File: src/rtl/uart_tx_arbiter.sv
// Purpose : round-robin arbiter sharing one UART byte transmitter between N_REQ
//           ready/valid byte sources, with burst locking and idle-hold timeout.
// Latency : issue one clock after a requester is seen in IDLE; frame end
//           detected on the FRAME_TICKS-th tick after the tx_go cycle.
// Backpressure: req_ready is a one-cycle accept pulse. Valid is sampled only in
//           IDLE, so sources simply hold valid until accepted.
//
// Ports:
//   clock, rst_n      rising-edge clock, synchronous active-low reset
//   tick              baud enable pulse shared with the transmitter
//   req_valid/_data/_last  per-requester byte offer (byte i at [8*i+7:8*i])
//   req_ready         one-hot accept pulse
//   tx_go, tx_data    start pulse and byte to the transmitter (byte held after go)
//   grant_id          current or last owner
//   locked            burst in progress, owner keeps the grant
//   lock_abort        pulse when the hold timeout releases an unfinished burst
module uart_tx_arbiter #(
    parameter int N_REQ       = 4,
    parameter int IDX_W       = 2,
    parameter int FRAME_TICKS = 10,
    parameter int HOLD_TICKS  = 20
) (
    input  logic                 clock,
    input  logic                 rst_n,
    input  logic                 tick,
    input  logic [N_REQ-1:0]     req_valid,
    input  logic [8*N_REQ-1:0]   req_data,
    input  logic [N_REQ-1:0]     req_last,
    output logic [N_REQ-1:0]     req_ready,
    output logic                 tx_go,
    output logic [7:0]           tx_data,
    output logic [IDX_W-1:0]     grant_id,
    output logic                 locked,
    output logic                 lock_abort
);

    localparam int FRAME_W = (FRAME_TICKS > 1) ? $clog2(FRAME_TICKS) : 1;
    localparam int HOLD_W  = (HOLD_TICKS > 1) ? $clog2(HOLD_TICKS) : 1;

    typedef enum logic {
        S_IDLE,
        S_WAIT
    } state_t;

    state_t             state;
    logic [IDX_W-1:0]   rr_ptr;
    logic [FRAME_W-1:0] frame_cnt;
    logic [HOLD_W-1:0]  hold_cnt;

    // Byte lanes split out so they can be indexed by the grant index.
    logic [7:0] req_byte [N_REQ];
    for (genvar g = 0; g < N_REQ; g++) begin : g_byte
        assign req_byte[g] = req_data[8*g +: 8];
    end

    // Round-robin search: walk offsets from high to low so the requester
    // closest to rr_ptr (lowest offset) is the one left standing.
    logic             arb_found;
    logic [IDX_W-1:0] arb_idx;
    logic [IDX_W-1:0] arb_cand;
    int               arb_sum;

    always_comb begin
        arb_found = 1'b0;
        arb_idx   = '0;
        arb_cand  = '0;
        arb_sum   = 0;
        for (int k = N_REQ - 1; k >= 0; k--) begin
            arb_sum = int'(rr_ptr) + k;
            if (arb_sum >= N_REQ) begin
                arb_sum = arb_sum - N_REQ;
            end
            arb_cand = IDX_W'(arb_sum);
            if (req_valid[arb_cand]) begin
                arb_found = 1'b1;
                arb_idx   = arb_cand;
            end
        end
    end

    // A locked owner bypasses arbitration entirely.
    logic             issue_en;
    logic [IDX_W-1:0] issue_idx;
    logic [IDX_W-1:0] rr_next;

    always_comb begin
        issue_en  = 1'b0;
        issue_idx = '0;
        if (state == S_IDLE) begin
            if (locked) begin
                issue_en  = req_valid[grant_id];
                issue_idx = grant_id;
            end else begin
                issue_en  = arb_found;
                issue_idx = arb_idx;
            end
        end
        rr_next = (issue_idx == IDX_W'(N_REQ - 1)) ? '0 : issue_idx + 1'b1;
    end

    always_ff @(posedge clock) begin
        if (!rst_n) begin
            state      <= S_IDLE;
            rr_ptr     <= '0;
            frame_cnt  <= '0;
            hold_cnt   <= '0;
            req_ready  <= '0;
            tx_go      <= 1'b0;
            tx_data    <= '0;
            grant_id   <= '0;
            locked     <= 1'b0;
            lock_abort <= 1'b0;
        end else begin
            tx_go      <= 1'b0;
            req_ready  <= '0;
            lock_abort <= 1'b0;
            case (state)
                S_IDLE: begin
                    if (issue_en) begin
                        grant_id  <= issue_idx;
                        tx_data   <= req_byte[issue_idx];
                        tx_go     <= 1'b1;
                        req_ready <= N_REQ'(1) << issue_idx;
                        locked    <= ~req_last[issue_idx];
                        if (req_last[issue_idx]) begin
                            rr_ptr <= rr_next;
                        end
                        frame_cnt <= '0;
                        state     <= S_WAIT;
                    end else if (locked && tick) begin
                        // Owner idle between burst bytes; give up after HOLD_TICKS.
                        if (hold_cnt == HOLD_W'(HOLD_TICKS - 1)) begin
                            hold_cnt   <= '0;
                            locked     <= 1'b0;
                            lock_abort <= 1'b1;
                        end else begin
                            hold_cnt <= hold_cnt + 1'b1;
                        end
                    end
                end
                S_WAIT: begin
                    // The tick alongside tx_go precedes the transmitter's frame.
                    if (tick && !tx_go) begin
                        if (frame_cnt == FRAME_W'(FRAME_TICKS - 1)) begin
                            frame_cnt <= '0;
                            hold_cnt  <= '0;
                            state     <= S_IDLE;
                        end else begin
                            frame_cnt <= frame_cnt + 1'b1;
                        end
                    end
                end
            endcase
        end
    end

endmodule
File: config.mk
export PLATFORM = sky130hd
export DESIGN_NAME = uart_tx_arbiter
export DESIGN_NICKNAME = d
export VERILOG_FILES = /design/src/rtl/uart_tx_arbiter.sv
export SDC_FILE = /design/constraint.sdc
export NUM_CORES = 1
export LEC_CHECK = 0
export ABC_CLOCK_PERIOD_IN_PS = 4000
export CORE_UTILIZATION = 40
export DETAILED_ROUTE_END_ITERATION = 8
export PLACE_DENSITY = 0.74
export SLEW_MARGIN = 20
export SYNTH_ARGS = -nofsm -noshare
export SYNTH_HDL_FRONTEND = slang
export SYNTH_SLANG_ARGS = --single-unit
File: constraint.sdc
create_clock -name clock -period 4 [get_ports clock]
set_input_delay 0.4 -clock clock [delete_from_list [all_inputs] [get_ports clock]]
set_output_delay 0.4 -clock clock [all_outputs]
set_load 0.01 [all_outputs]
==> results of run 1 <==
state kept, by name, indices dropped and copies added, names as in the netlist:
register and count:
tx_data 8, hold_cnt 5, frame_cnt 4, req_ready 4, grant_id 2, rr_ptr 2, lock_abort 1, locked 1
state 1, tx_go 1
through the flow:
stage | utilization | hold WS, ns | area, sq um | setup slack, ns
2_1_floorplan | - | 0.452 | 1570 | 2.12
3_3_place_gp | 0.591 | 0.451 | 2200 | 1.22
3_5_place_dp | 0.591 | 0.455 | 2200 | 1.15
4_1_cts | 0.614 | 0.472 | 2280 | 1.42
5_1_grt | 0.614 | 0.500 | 2280 | 1.25
6_report | 0.614 | 0.468 | 2280 | 1.42
power groups by stage:
stage / Sequential [mW] / Clock, mW / Combinational [mW]
after floorplan: 0.355 / 0 / 0.130
after global placement: 0.351 / 0 / 0.247
after detailed placement: 0.350 / 0 / 0.248
after CTS: 0.345 / 0.246 / 0.249
after global routing: 0.349 / 0.262 / 0.268
final: 0.345 / 0.243 / 0.247
path summary, 6_finish.rpt:
check	from	to	slack [ns]	depth (start not counted)
setup reg to reg	rr_ptr[1]	rr_ptr[0]	1.58	7
hold / removal	tx_data[6]	tx_data[6]	0.47	2
setup / recovery	req_valid[2]	rr_ptr[0]	1.42	8
hold reg to reg	tx_data[6]	tx_data[6]	0.47	2
cell type report:
type | instances | share of cell area
sequential | 29 | 0.254
timing repair buffer | 60 | 0.262
clock buffer | 7 | 0.0378
inverter | 5 | 0.00822
tap | 48 | 0.0263
multi-input combinational | 129 | 0.412
cell families after synthesis:
logic type      after synthesis
flops                        29
buf+inv                      13
fa+ha+maj                     3
compound gates               35
simple gates                 69
mux                          22
cell usage in the layout (no fill, tap or decap), types with 6 or more instances in the layout:
cell,instances
clkdlybuf4s50_1,59
dfxtp_1,29
mux2i_1,21
nand2b_1,6
nor2_1,10
o221ai_1,8
nor3_1,6
clkbuf_8,6
nand2_1,20
nand3_1,8
critical path: cells and delay by family:
kind | cells | cell delay, ns
buffers and inverters | 3 | 0.98
AO/OA/AOI/OAI | 3 | 0.80
AND/OR/NAND/NOR | 1 | 0.37
multiplexers | 1 | 0.19
layer usage:
layer / track usage / share of wire
met2: 0.272 / 0.46
met3: 0.0563 / 0.044
met1: 0.245 / 0.48
met5: 0 / 0
met4: 0.0722 / 0.013
==> flow_metrics.py, run 1 <==
metrics = {
    "yosys": {
        "syn_nets": 217,
        "ys_types": 41,
        "yosys.area_share.simple": 0.230,
        "muxShareOfSynthArea": 0.148,
        "synth_area_leaders": "dfxtp_1, mux2i_1, nand2_1, o221ai_1, nand3_1",
        "synth.avg_cell_area_sq_um": 9.20,
        "synth_common_cells": "dfxtp_1, mux2i_1, nand2_1",
        "synth_most_common_cell": "dfxtp_1",
        "ys_warn_count": 0,
        "yosys.area.top_type": "dfxtp_1",
        "synthAdderAreaFrac": 0.0238,
        "synth_edf_count": 0,
        "async_reset_ff_frac": 0,
        "yosysTopAreaCellShare": 0.369,
        "synth_xor_area_frac": 0,
        "yosys_register_bits": 29,
        "synth_compound_area_frac": 0.190,
        "synth-main-ff-cell": "dfxtp_1",
        "syn-cell-area_sq_mm": 0.00157,
        "synth_top_family_by_area": "simple AND/OR/NAND/NOR gates",
        "yosysSeqAreaShare": 0.369,
        "syn_inst": 171,
    },
    "cells_and_area": {
        "n_antenna_cell": 0,
        "multi_input_area_sq_um": 940,
        "drive_gt1_frac": 0.0652,
        "n_fill_cell": 333,
        "area_delta_synth_final_pct": 45.1,
        "regArea_sq_um": 581,
        "fin_nets": 276,
        "fin_cells": 278,
    },
    "placement": {
        "routabilityCongestion": 0.722,
        "placedCellCount": 271,
        "portBuffers": 59,
        "dp_hpwl_um": 2820,
    },
    "grt": {
        "grt_max_degree": 21,
        "antenna_found_initial": 0,
        "grt_first_pass_wirelength_um": 5950,
        "gr-total-overflow": 0,
        "grt_usage": 0.184,
        "grt_pass1_vias": 1292,
    },
    "timing": {
        "hold_violations": 0,
        "finalMaxSlewViolations": 0,
        "fmax_mhz": 387,
        "tns_ns": 0,
        "rsz0062_at_grt": "false",
        "worstMarginPinSlew_ns": 0.671,
        "finalClockSkew_ns": 0.00373,
        "relSlewSlack": 0.551,
        "fin_crit_sh": 0.645,
        "period_needed_ns": 2.58,
        "finalSetupViolCount": 0,
    },
    "power": {
        "swShare": 0.289,
        "power.density_mw_per_mm2": 365,
        "clock_power_share": 0.291,
        "peakVddDrop_mv": 0.202,
        "p_comb_frac": 0.296,
        "intPower_mw": 0.593,
        "leakage_nw": 0.821,
        "power_switching_mw": 0.241,
        "total_power_mw": 0.834,
        "seqPwrFrac": 0.413,
    },
    "routing": {
        "drc": 0,
        "drt_iter0_drc": 113,
        "routed_via_density": 5.26,
        "detail-route-antenna-nets": 0,
        "firstDrtPassIters": 5,
        "routedWlPerCell_um": 13.2,
        "vias": 1461,
        "wl_um": 3660,
    },
    "run": {
        "drv_cap": 0,
    },
    "worst_setup_path": {
        "crit_chain": "clkdlybuf4s50_1, mux2i_1, o221ai_1, o31ai_4, buf_4, inv_1, or3_1, o211a_1",
        "critPathSlowestCell": "clkdlybuf4s50_1",
        "critPathKind": "in2reg",
        "start_kind": "input pin",
        "cp_max_fo": 16,
        "max_stage_delay_ns": 0.52,
        "endpoint_kind": "flop",
        "required_ns": 4.16,
        "cp_data_arrival_time_ns": 2.75,
    },
    "clocking": {
        "htree_num_levels": 2,
        "cts_buffer_depth": 2,
        "clock_latency_ns": 0.27,
        "path_clk_slew_ns": 0.06,
        "cts_num_sinks": 29,
        "cts_resized": 0,
        "post_cts_buffers": 0,
        "cts_tree": "done",
        "clockRootBuffer": "clkbuf_8",
        "ctsHoldBuffers": 0,
        "cts_buffers": 5,
    },
    "floorplan": {
        "core_area_sq_mm": 0.00372,
        "rows": 22,
        "die_h_um": 64.7,
        "fp.dieW_um": 64.7,
        "pin_count": 60,
        "initial_core_util": 0.424,
        "dieArea_sq_mm": 0.00419,
    },
    "run_status": {
        "run_status": "complete, no violations",
    },
    "min_path": {
        "hold_path_class": "reg2reg",
    },
}
Power figures use the tool's default switching activity.
==> inputs of run 2 (changes only) <==
Settings changed: ABC_CLOCK_PERIOD_IN_PS 4000 to 2650.
Clock period 4 ns to 2.65 ns, I/O delays scaled along.
==> run 2 against run 1 <==
  * Core utilization is 1.4 points higher
  * Clock skew about the same
  * Critical path depth is 1 lower
  * Setup slack lost 0.99 ns
  * Highest routed layer unchanged
==> flow_metrics.py, run 2 (synthesis gave the netlist of run 1 again) <==
metrics = {
    "cells_and_area": {
        "final_common_cell": "clkdlybuf4s50_1",
        "area_delta_synth_final_pct": 48.4,
        "drive_gt1_frac": 0.0928,
        "fin_cells": 285,
        "largest_reg_flops": 8,
        "n_antenna_cell": 0,
        "fin_nets": 283,
        "stdcell_area_sq_mm": 0.00234,
        "top_regs": "tx_data x8, hold_cnt x5",
        "n_fill_cell": 314,
        "final_cell_mix": "clkdlybuf4s50_1, dfxtp_1, mux2i_1",
        "top_register": "tx_data",
    },
    "routing": {
        "route.met3.wl_um": 183,
        "dr.max_layer_used": "met4",
        "routed_via_density": 5.27,
        "drt_iter0_drc": 100,
        "drc": 0,
        "wl_um": 3920,
        "vias": 1502,
        "detail-route-antenna-nets": 0,
        "dr_wl_met2_um": 1760,
        "firstDrtPassIters": 4,
        "routedWlPerCell_um": 13.7,
        "m1WireLength_um": 1910,
    },
    "worst_setup_path": {
        "worstRegToRegCells": 6,
        "rr_startpoint": "rr_ptr[1]",
        "cp_max_fo": 12,
        "required_ns": 2.82,
        "reg2reg_slack_ns": 0.46,
        "max_stage_delay_ns": 0.55,
        "cp_data_arrival_time_ns": 2.39,
        "crit_chain": "clkdlybuf4s50_1, mux2i_1, o221ai_1, o31ai_4, inv_1, or3_1, o211a_1",
        "endpoint_kind": "flop",
        "critPathSlowestCell": "o31ai_4",
        "start_kind": "input pin",
        "r2r-end": "rr_ptr[0]",
        "critPathKind": "in2reg",
    },
    "clocking": {
        "clockRootBuffer": "clkbuf_8",
        "path_clk_slew_ns": 0.06,
        "cts_resized": 0,
        "clock_latency_ns": 0.28,
        "post_cts_buffers": 0,
        "cts_buffers": 5,
        "cts_tree": "done",
        "htree_num_levels": 2,
        "ctsHoldBuffers": 0,
        "cts_num_sinks": 29,
        "cts_buffer_depth": 2,
    },
    "placement": {
        "routabilityCongestion": 0.805,
        "placedCellCount": 278,
        "post_dp_cell_area_sq_mm": 0.00225,
        "portBuffers": 59,
        "dp_hpwl_um": 2910,
    },
    "run": {
        "drv_cap": 0,
    },
    "timing": {
        "hold_violations": 0,
        "relSlewSlack": 0.589,
        "rsz0062_at_grt": "false",
        "finalClockSkew_ns": 0.00362,
        "worstMarginPinSlew_ns": 0.616,
        "fin_crit_sh": 0.838,
        "worst_hold_slack_ns": 0.466,
        "fmax_mhz": 450,
        "finalSetupViolCount": 0,
        "tns_ns": 0,
        "period_needed_ns": 2.22,
        "finalMaxSlewViolations": 0,
    },
    "power": {
        "power.density_mw_per_mm2": 546,
        "total_power_mw": 1.28,
        "peakVddDrop_mv": 0.376,
        "leakage_nw": 0.855,
    },
    "floorplan": {
        "fp.dieW_um": 64.7,
        "pin_count": 60,
        "die_h_um": 64.7,
        "core_area_sq_mm": 0.00372,
        "initial_core_util": 0.424,
        "rows": 22,
        "dieArea_sq_mm": 0.00419,
    },
    "run_status": {
        "run_status": "complete, no violations",
    },
    "min_path": {
        "whs_path_depth": 2,
        "hp-start": "tx_data[5]",
        "min_to": "tx_data[5]",
        "hold_path_class": "reg2reg",
    },
    "grt": {
        "grt_first_pass_wirelength_um": 6240,
        "grt_max_degree": 18,
        "gr-total-overflow": 0,
        "antenna_found_initial": 0,
        "grt_usage": 0.197,
        "grt_pass1_vias": 1321,
    },
}
[run 2: cell types whose count changed in the layout (fill, tap and decap cells not counted)]
cell   delta
buf_4     +7
[run 2: area by class of cell]
type                       instances  area [sq um]  area share
timing repair buffer              67           651       0.279
multi-input combinational        129           940       0.402
inverter                           5          18.8     0.00803
clock buffer                       7          86.3      0.0370
tap                               48          60.1      0.0257
sequential                        29           581       0.249
[run 2: power by group]
group          leakage [nW]  internal [mW]  switching, mW
combinational         0.573          0.223          0.167
sequential            0.237          0.480         0.0397
clock                0.0443          0.206          0.161
total                 0.855          0.909          0.368
[run 2: how the worst max path moves through the flow]
stage | startpoint | end | slack [ns] | cells after the start
after global routing | req_valid[2] | rr_ptr[0] | 0.23 | 7
after detailed placement | req_valid[2] | rr_ptr[0] | 0.16 | 7
after CTS | req_valid[2] | rr_ptr[0] | 0.44 | 7
final | req_valid[2] | rr_ptr[0] | 0.43 | 7
after floorplan | rr_ptr[1] | tx_data[7] | 0.77 | 7
after global placement | req_valid[2] | rr_ptr[0] | 0.23 | 7
[run 2: metal layers]
metal | track usage | vias up
met2 | 0.296 | 40
met3 | 0.0493 | 7
met1 | 0.264 | 694
met4 | 0.0833 | 0
li1 | - | 761
met5 | 0 | -
[run 2: through the flow]
step / utilization / setup slack [ns]
finish: 0.629 / 0.429
global route: 0.629 / 0.228
CTS: 0.629 / 0.440
detailed placement: 0.605 / 0.163
global placement: 0.605 / 0.234
floorplan: - / 0.770
[run 2: critical path: cells and delay by family]
kind / cells / cell delay [ns]
simple gates: 1 / 0.40
buf+inv: 2 / 0.70
mux: 1 / 0.19
compound gates: 3 / 0.84
